--- src/rtl/fp_carpma.sv ---
// fp_carpma: sequential single-precision float multiplier.
// It multiplies the two 24-bit mantissas with an iterative shift-add loop and
// truncates the product. Operands and results move over a valid/ready handshake.
//
// state  | meaning
// IDLE   | ready; latch operands on gecerli_i
// UNPACK | split fields, form sign, exponent sum and special-case flags
// MUL    | one multiplier bit per cycle, 24 cycles
// NORM   | pick the mantissa window and adjust the exponent
// PACK   | resolve special cases, write c_o, pulse gecerli_o
module fp_carpma #(
  parameter int n = 32,
  parameter int e = 8,
  parameter int m = 23
) (
  input  logic         clk_i,
  input  logic         rst_i,
  input  logic [n-1:0] g1_i,
  input  logic [n-1:0] g2_i,
  input  logic         gecerli_i,
  output logic         hazir_o,
  output logic [n-1:0] c_o,
  output logic         gecerli_o
);

  localparam int MW   = m + 1;
  localparam int PW   = 2 * MW;
  localparam int CW   = $clog2(MW);
  localparam int BIAS = (1 << (e - 1)) - 1;
  localparam int EMAX = (1 << e) - 1;

  localparam logic [CW-1:0]         CNT_LAST = CW'(MW - 1);
  localparam logic signed [e+1:0]   ES_MAX   = (e + 2)'(EMAX);
  localparam logic signed [e+1:0]   ES_ZERO  = '0;
  localparam logic signed [e+1:0]   ES_ONE   = (e + 2)'(1);
  localparam logic [n-1:0]          QNAN     = {1'b0, {e{1'b1}}, 1'b1, {(m - 1){1'b0}}};

  typedef enum logic [2:0] {
    S_IDLE,
    S_UNPACK,
    S_MUL,
    S_NORM,
    S_PACK
  } state_t;

  state_t                r_state;
  logic [n-1:0]          r_a;
  logic [n-1:0]          r_b;
  logic                  r_sign;
  logic signed [e+1:0]   r_es;
  logic [PW-1:0]         r_ma;
  logic [MW-1:0]         r_mb;
  logic [PW-1:0]         r_p;
  logic [CW-1:0]         r_cnt;
  logic [m-1:0]          r_mant;
  logic                  r_nan;
  logic                  r_inf;
  logic                  r_zero;
  logic [n-1:0]          r_c;
  logic                  r_vld;

  logic [e-1:0]  w_ea;
  logic [e-1:0]  w_eb;
  logic [m-1:0]  w_fa;
  logic [m-1:0]  w_fb;
  logic          w_a_zero;
  logic          w_b_zero;
  logic          w_a_inf;
  logic          w_b_inf;
  logic          w_a_nan;
  logic          w_b_nan;
  logic [e+1:0]  w_es_sum;

  // Field extraction and classification of the latched operands
  assign w_ea     = r_a[n-2:m];
  assign w_eb     = r_b[n-2:m];
  assign w_fa     = r_a[m-1:0];
  assign w_fb     = r_b[m-1:0];
  assign w_a_zero = (w_ea == '0);
  assign w_b_zero = (w_eb == '0);
  assign w_a_inf  = (w_ea == {e{1'b1}}) && (w_fa == '0);
  assign w_b_inf  = (w_eb == {e{1'b1}}) && (w_fb == '0);
  assign w_a_nan  = (w_ea == {e{1'b1}}) && (w_fa != '0);
  assign w_b_nan  = (w_eb == {e{1'b1}}) && (w_fb != '0);
  // Modular sum; the 10-bit result is read back as two's complement
  assign w_es_sum = {2'b00, w_ea} + {2'b00, w_eb} - (e + 2)'(BIAS);

  assign hazir_o   = (r_state == S_IDLE);
  assign c_o       = r_c;
  assign gecerli_o = r_vld;

  // Controller and datapath: one register bank, stepped by the state
  always_ff @(posedge clk_i or posedge rst_i) begin
    if (rst_i) begin
      r_state <= S_IDLE;
      r_a     <= '0;
      r_b     <= '0;
      r_sign  <= 1'b0;
      r_es    <= '0;
      r_ma    <= '0;
      r_mb    <= '0;
      r_p     <= '0;
      r_cnt   <= '0;
      r_mant  <= '0;
      r_nan   <= 1'b0;
      r_inf   <= 1'b0;
      r_zero  <= 1'b0;
      r_c     <= '0;
      r_vld   <= 1'b0;
    end else begin
      r_vld <= 1'b0;
      case (r_state)
        S_IDLE: begin
          if (gecerli_i) begin
            r_a     <= g1_i;
            r_b     <= g2_i;
            r_p     <= '0;
            r_cnt   <= '0;
            r_state <= S_UNPACK;
          end
        end
        S_UNPACK: begin
          r_sign <= r_a[n-1] ^ r_b[n-1];
          r_es   <= w_es_sum;
          r_ma   <= {{MW{1'b0}}, 1'b1, w_fa};
          r_mb   <= {1'b1, w_fb};
          r_nan  <= w_a_nan | w_b_nan | (w_a_inf & w_b_zero) | (w_a_zero & w_b_inf);
          r_inf  <= w_a_inf | w_b_inf;
          r_zero <= w_a_zero | w_b_zero;
          if (w_a_nan | w_b_nan | w_a_inf | w_b_inf | w_a_zero | w_b_zero)
            r_state <= S_PACK;
          else
            r_state <= S_MUL;
        end
        S_MUL: begin
          if (r_mb[0])
            r_p <= r_p + r_ma;
          r_ma  <= r_ma << 1;
          r_mb  <= r_mb >> 1;
          r_cnt <= r_cnt + 1'b1;
          if (r_cnt == CNT_LAST)
            r_state <= S_NORM;
        end
        S_NORM: begin
          if (r_p[PW-1]) begin
            r_mant <= r_p[PW-2:MW];
            r_es   <= r_es + ES_ONE;
          end else begin
            r_mant <= r_p[PW-3:MW-1];
          end
          r_state <= S_PACK;
        end
        S_PACK: begin
          if (r_nan)
            r_c <= QNAN;
          else if (r_inf)
            r_c <= {r_sign, {e{1'b1}}, {m{1'b0}}};
          else if (r_zero)
            r_c <= {r_sign, {(n - 1){1'b0}}};
          else if (r_es >= ES_MAX)
            r_c <= {r_sign, {e{1'b1}}, {m{1'b0}}};
          else if (r_es <= ES_ZERO)
            r_c <= {r_sign, {(n - 1){1'b0}}};
          else
            r_c <= {r_sign, r_es[e-1:0], r_mant};
          r_vld   <= 1'b1;
          r_state <= S_IDLE;
        end
        default: r_state <= S_IDLE;
      endcase
    end
  end

endmodule

--- config.mk ---
export PLATFORM = sky130hd
export DESIGN_NAME = fp_carpma
export DESIGN_NICKNAME = d
export VERILOG_FILES = /design/src/rtl/fp_carpma.sv
export SDC_FILE = /design/constraint.sdc
export NUM_CORES = 1
export LEC_CHECK = 0
export ABC_AREA = 1
export BUFFER_PORTS_ARGS = -buffer_cell sky130_fd_sc_hd__buf_2
export CORE_MARGIN = 10
export CORE_UTILIZATION = 60
export DETAILED_ROUTE_END_ITERATION = 12
export GPL_TIMING_DRIVEN = 0
export PLACE_DENSITY = 0.79
export SLEW_MARGIN = 20
export SYNTH_ARGS = -nofsm -noshare
export SYNTH_HDL_FRONTEND = slang
export SYNTH_SLANG_ARGS = --single-unit
--- constraint.sdc ---
create_clock -name clk_i -period 16.6 [get_ports clk_i]
set_input_delay 0.83 -clock clk_i [delete_from_list [all_inputs] [get_ports clk_i]]
set_output_delay 0.83 -clock clk_i [all_outputs]
set_load 0.01 [all_outputs]
# Word level (Yosys, flattened, before mapping)
# Index checks and enable logic that the tools add are counted.
# op_classes
n_addsub,5
order_cmp,2
n_eq_ne,11
muxes,20
bitwise,12
n_reduce_logical,19
# ops
cell,n
48-bit case mux with 2 select lines,2
31-bit two-way mux,4
48-bit two-way mux,2
48-bit adder,1
24-bit case mux with 2 select lines,1
23-bit zero test,2
23-bit nonzero test,2
32-bit two-way mux,1
23-bit two-way mux,1
10-bit case mux with 2 select lines,1
8-bit == test (second input constant),2
8-bit zero test,2
3-bit case mux with 4 select lines,1
10-bit by 2-bit adder with 10-bit output (second input constant),1
10-bit by 9-bit greater-or-equal comparator with 1-bit output (second input constant),1
10-bit by 1-bit less-or-equal comparator with 1-bit output (second input constant),1
10-bit two-way mux,1
5-bit case mux with 2 select lines,1
9-bit by 7-bit subtractor with 10-bit output (second input constant),1
8-bit by 8-bit adder with 9-bit output,1
3-bit two-way mux,3
1-bit OR,9
2-bit != test (second input constant),4
2-bit AND reduction,4
13 further kinds,20
# totals
reg_bits,262

# Longest topological paths before layout
# depth
word_depth,9
mapped_depth,14
mapped_depth_nobuf,14

# Least setup slack after synthesis
# OpenSTA, ideal clock, no wires.
# synth_timing
path_type,register to register
from,register r_b[24]
to,register r_es[7]
setup_time_ps,77
arrival_time_ps,1971
t_required_ps,16523
slack_ps,14552
path_stages_with_launch,12
path_buffers,0
path_cell_list,dfrtp_1 > ha_1 > ha_1 > fa_1 > nand3_1 > nand3_1 > nand2_1 > nand2_1 > a21oi_1 > xor2_1 > nand2_1 > a21oi_1
# synth_between
elab_chain_len,3
# synth_lines
item,line_no,source
from (decl),48,logic [n-1:0] r_b;
from (signal assigned),116,r_b <= g2_i;
8-bit by 8-bit adder with 9-bit output,86,"assign w_es_sum = {2'b00, w_ea} + {2'b00, w_eb} - (e + 2)'(BIAS);"
9-bit by 7-bit subtractor with 10-bit output,86,
10-bit case mux with 2 select lines,112,case (r_state)
to (signal assigned),124,r_es <= w_es_sum;
to (signal assigned),147,r_es <= r_es + ES_ONE;
to (decl),50,logic signed [e+1:0] r_es;
# Every way passes these cells.
# A chain may end at the register's enable or synchronous reset.

# Worst setup path after layout
# layout_timing
from,register r_ma[0]
to,register r_p[40]
# layout_between
elab_chain_len,3
# layout_lines
item,line_no,source
from (decl),51,logic [PW-1:0] r_ma;
from (signal assigned),125,"r_ma <= {{MW{1'b0}}, 1'b1, w_fa};"
from (signal assigned),138,r_ma <= r_ma << 1;
48-bit adder,137,r_p <= r_p + r_ma;
48-bit two-way mux,136,if (r_mb[0])
48-bit case mux with 2 select lines,112,
to (signal assigned),137,
to (decl),53,logic [PW-1:0] r_p;
# Every way passes these cells. The select of a mux whose other input is x is not followed.

==> flow_summary.ini <==
[setup_path]
crit_arrival_ps = 3050
required_ps = 17030
critPathCaptureType = flop
crit_chain = ha_1, fa_1, nand3_1, nand3_1, nand2_1, nand2_1, nand2_1, nand3_1, nand2_1, nand3_1, nand3_1, nand2_1
criticalPathCategory = reg -> reg
crit_path_top_delay_cell = fa_1
worstPathMaxFanout = 4
cpPeakStageDelay_ps = 480
startpoint_type = flop

[synthesis]
synth_top_area_share_pct = 42.5
syn-num-nets = 2335
synthArstFlopShare_pct = 100
synth-edff-count = 0
synth_top_cell_by_area = dfrtp_1
synth_cell_types = 41
synth-seq-area-share_pct = 42.5
synthCells = 2201
synth-seq-cells = 262
synthTopCellsByArea = dfrtp_1, nand2_1, inv_1, ha_1, o21ai_0
synth_area_um2 = 15400
avgSynthCellArea_um2 = 7.01
netlist_top_cells_count = nand2_1, inv_1, dfrtp_1, nor2_1, o21ai_0
yosysWarningCount = 0
ys.flop_type = dfrtp_1
yosysMostFrequentCell = nand2_1

[die]
die_h_um = 180
rows = 58
initial_utilization_pct = 61.1
io_pins = 101
dieArea_um2 = 32500
fp.dieW_um = 180
core_area_um2 = 25300

[grt]
track_usage_pct = 25.8
grt_max_degree = 102
grt_pass1_wl_um = 70400
grt_pass1_vias = 14000
antenna_found_initial = 0
overflow = 0

[placement]
dp_hpwl_um = 32700
globalplace.congestion = 0.959
numPortBuffers = 100

[clock_network]
clock_latency_ps = 560
clockRootBuffer = clkbuf_16
cts_setup_buffers = 0
post_cts_resized = 0
postCtsHoldBufs = 0
cts_max_level = 1
cts_max_path_buffers = 3
cts_sinks = 262
cts_made_buffers = 28
cts.clk_slew.worst_paths_ps = 60
cts_tree = done

[final_layout]
final_nets = 2467
drive_above_1_share_pct = 8.75
syn_to_final_growth_pct = 13.1
diodes = 0
fill_cells = 2193

[timing]
holdWs_ps = 388
slew_headroom_pct = 53.5
setup-violations-final = 0
hold_viol_final = 0
slew_viol_final = 0
tns_ps = 0
max_freq_ghz = 0.382
min_period_over_period_pct = 15.8
rsz0062_at_grt = no
period_minus_slack_ps = 2620
tightest_slew_ps = 697
finalClockSkew_ps = 27.0

[flow_run]
maxCapViolations = 0

[route]
wl_um = 43100
drcViolationCount = 0
dr.first_iter.drc_count = 1280
antenna_left = 0
dr_total_vias = 14500
wire_per_inst_um = 16.1
dr.pass1.iters = 7
vias_per_cell = 5.40

[power_and_ir_drop]
ir_worst_vdd_mv = 0.135
p_leak_nw = 9.32
cellPowerDensity_nw_per_um2 = 184

[hold_path]
hold_class = in -> async

[outcome]
outcome = finished, final reports clean
## placed cells by master (no fill, tap or decap), types with 9 or more instances in the layout
cell / synthesis / final
nand3_1: 87 / 87
dfrtp_1: 262 / 262
clkbuf_16: 0 / 28
a21oi_1: 109 / 109
buf_2: 20 / 120
inv_1: 369 / 368
a31oi_1: 21 / 21
clkbuf_1: 32 / 33
o22ai_1: 26 / 26
o211ai_1: 10 / 10
ha_1: 65 / 65
o21ai_1: 28 / 28
nand4_1: 29 / 29
o21ai_0: 158 / 158
nor3_1: 9 / 9
nand2_1: 717 / 717
nor2_1: 191 / 191
buf_4: 9 / 9
## registers in the layout, indices dropped and copies added, names as in the netlist, 10 cells and up
signal / count
r_b: 32
c_o: 32
r_p: 48
r_ma: 48
r_es: 10
r_a: 32
r_mant: 23
r_mb: 24
## worst max-delay path: cells and delay by family (launching register included)
family / cells / cell delay [ps]
flip-flops: 1 / 410
AND/OR/NAND/NOR: 10 / 1350
adder cells (fa/ha/maj): 2 / 750
## power by group
group | internal (W) | total [W] | leakage (nW) | switching, W
combinational | 0.000481 | 0.00146 | 5.49 | 0.000978
clock | 0.000423 | 0.000687 | 0.506 | 0.000263
sequential | 0.000889 | 0.00107 | 3.32 | 0.000176
total | 0.00179 | 0.00321 | 9.32 | 0.00142
## final timing paths
check / from / to / slack, ps / cells after the start
max in group asynchronous: rst_i / r_a[28] / 15260 / 3
hold reg to reg: c_o[14] / c_o[14] / 480 / 2
setup reg to reg: r_ma[0] / r_p[40] / 13980 / 12
setup / recovery: r_ma[0] / r_p[40] / 13980 / 12
hold / removal: rst_i / r_p[42] / 390 / 2
min in group clk_i: g2_i[24] / r_b[24] / 470 / 3
## metrics by stage
step | worst slack [ps] | power, W | util [%] | cell area (um^2) | std cells
after floorplan | 8560 | 0.00207 | - | 15400 | 2201
after global placement | 5710 | 0.00245 | 64.7 | 16300 | 2631
after detailed placement | 14020 | 0.00250 | 64.9 | 16400 | 2633
after CTS | 14000 | 0.00321 | 69.0 | 17400 | 2684
after global routing | 13880 | 0.00348 | 69.0 | 17400 | 2684
final | 13980 | 0.00321 | 69.0 | 17400 | 2684
## cells by family (layout without fill, tap and decap cells)
kind of cell / count (synthesis) / count (layout) / synth area share [%]
XOR/XNOR: 9 / 9 / 0.511
buffers and inverters: 440 / 593 / 11.1
AND/OR/NAND/NOR: 1052 / 1052 / 27.3
AO/OA/AOI/OAI: 371 / 371 / 13.0
adder cells (fa/ha/maj): 67 / 67 / 5.53
flip-flops: 262 / 262 / 42.5
## metal layers
layer,global-route usage [%],part of all wire (%),up-vias
met2,43.1,47,400
met4,8.04,3.1,0
met3,2.67,4.8,65
met5,0,0,-
li1,-,-,7203
met1,34.5,45,6837
## cell type report
cell class                      instances  area (um^2)  share of cell area, %
Buffer                                 63          295                   1.69
Clock buffer                           37          815                   4.67
Clock inverter                         14          223                   1.28
Inverter                              377         1420                   8.16
Multi-Input combinational cell       1499         7150                   41.0
Sequential cell                       262         6560                   37.6
Tap cell                              330          413                   2.37
Timing Repair Buffer                  102          556                   3.19
Power figures use the tool's default switching activity.
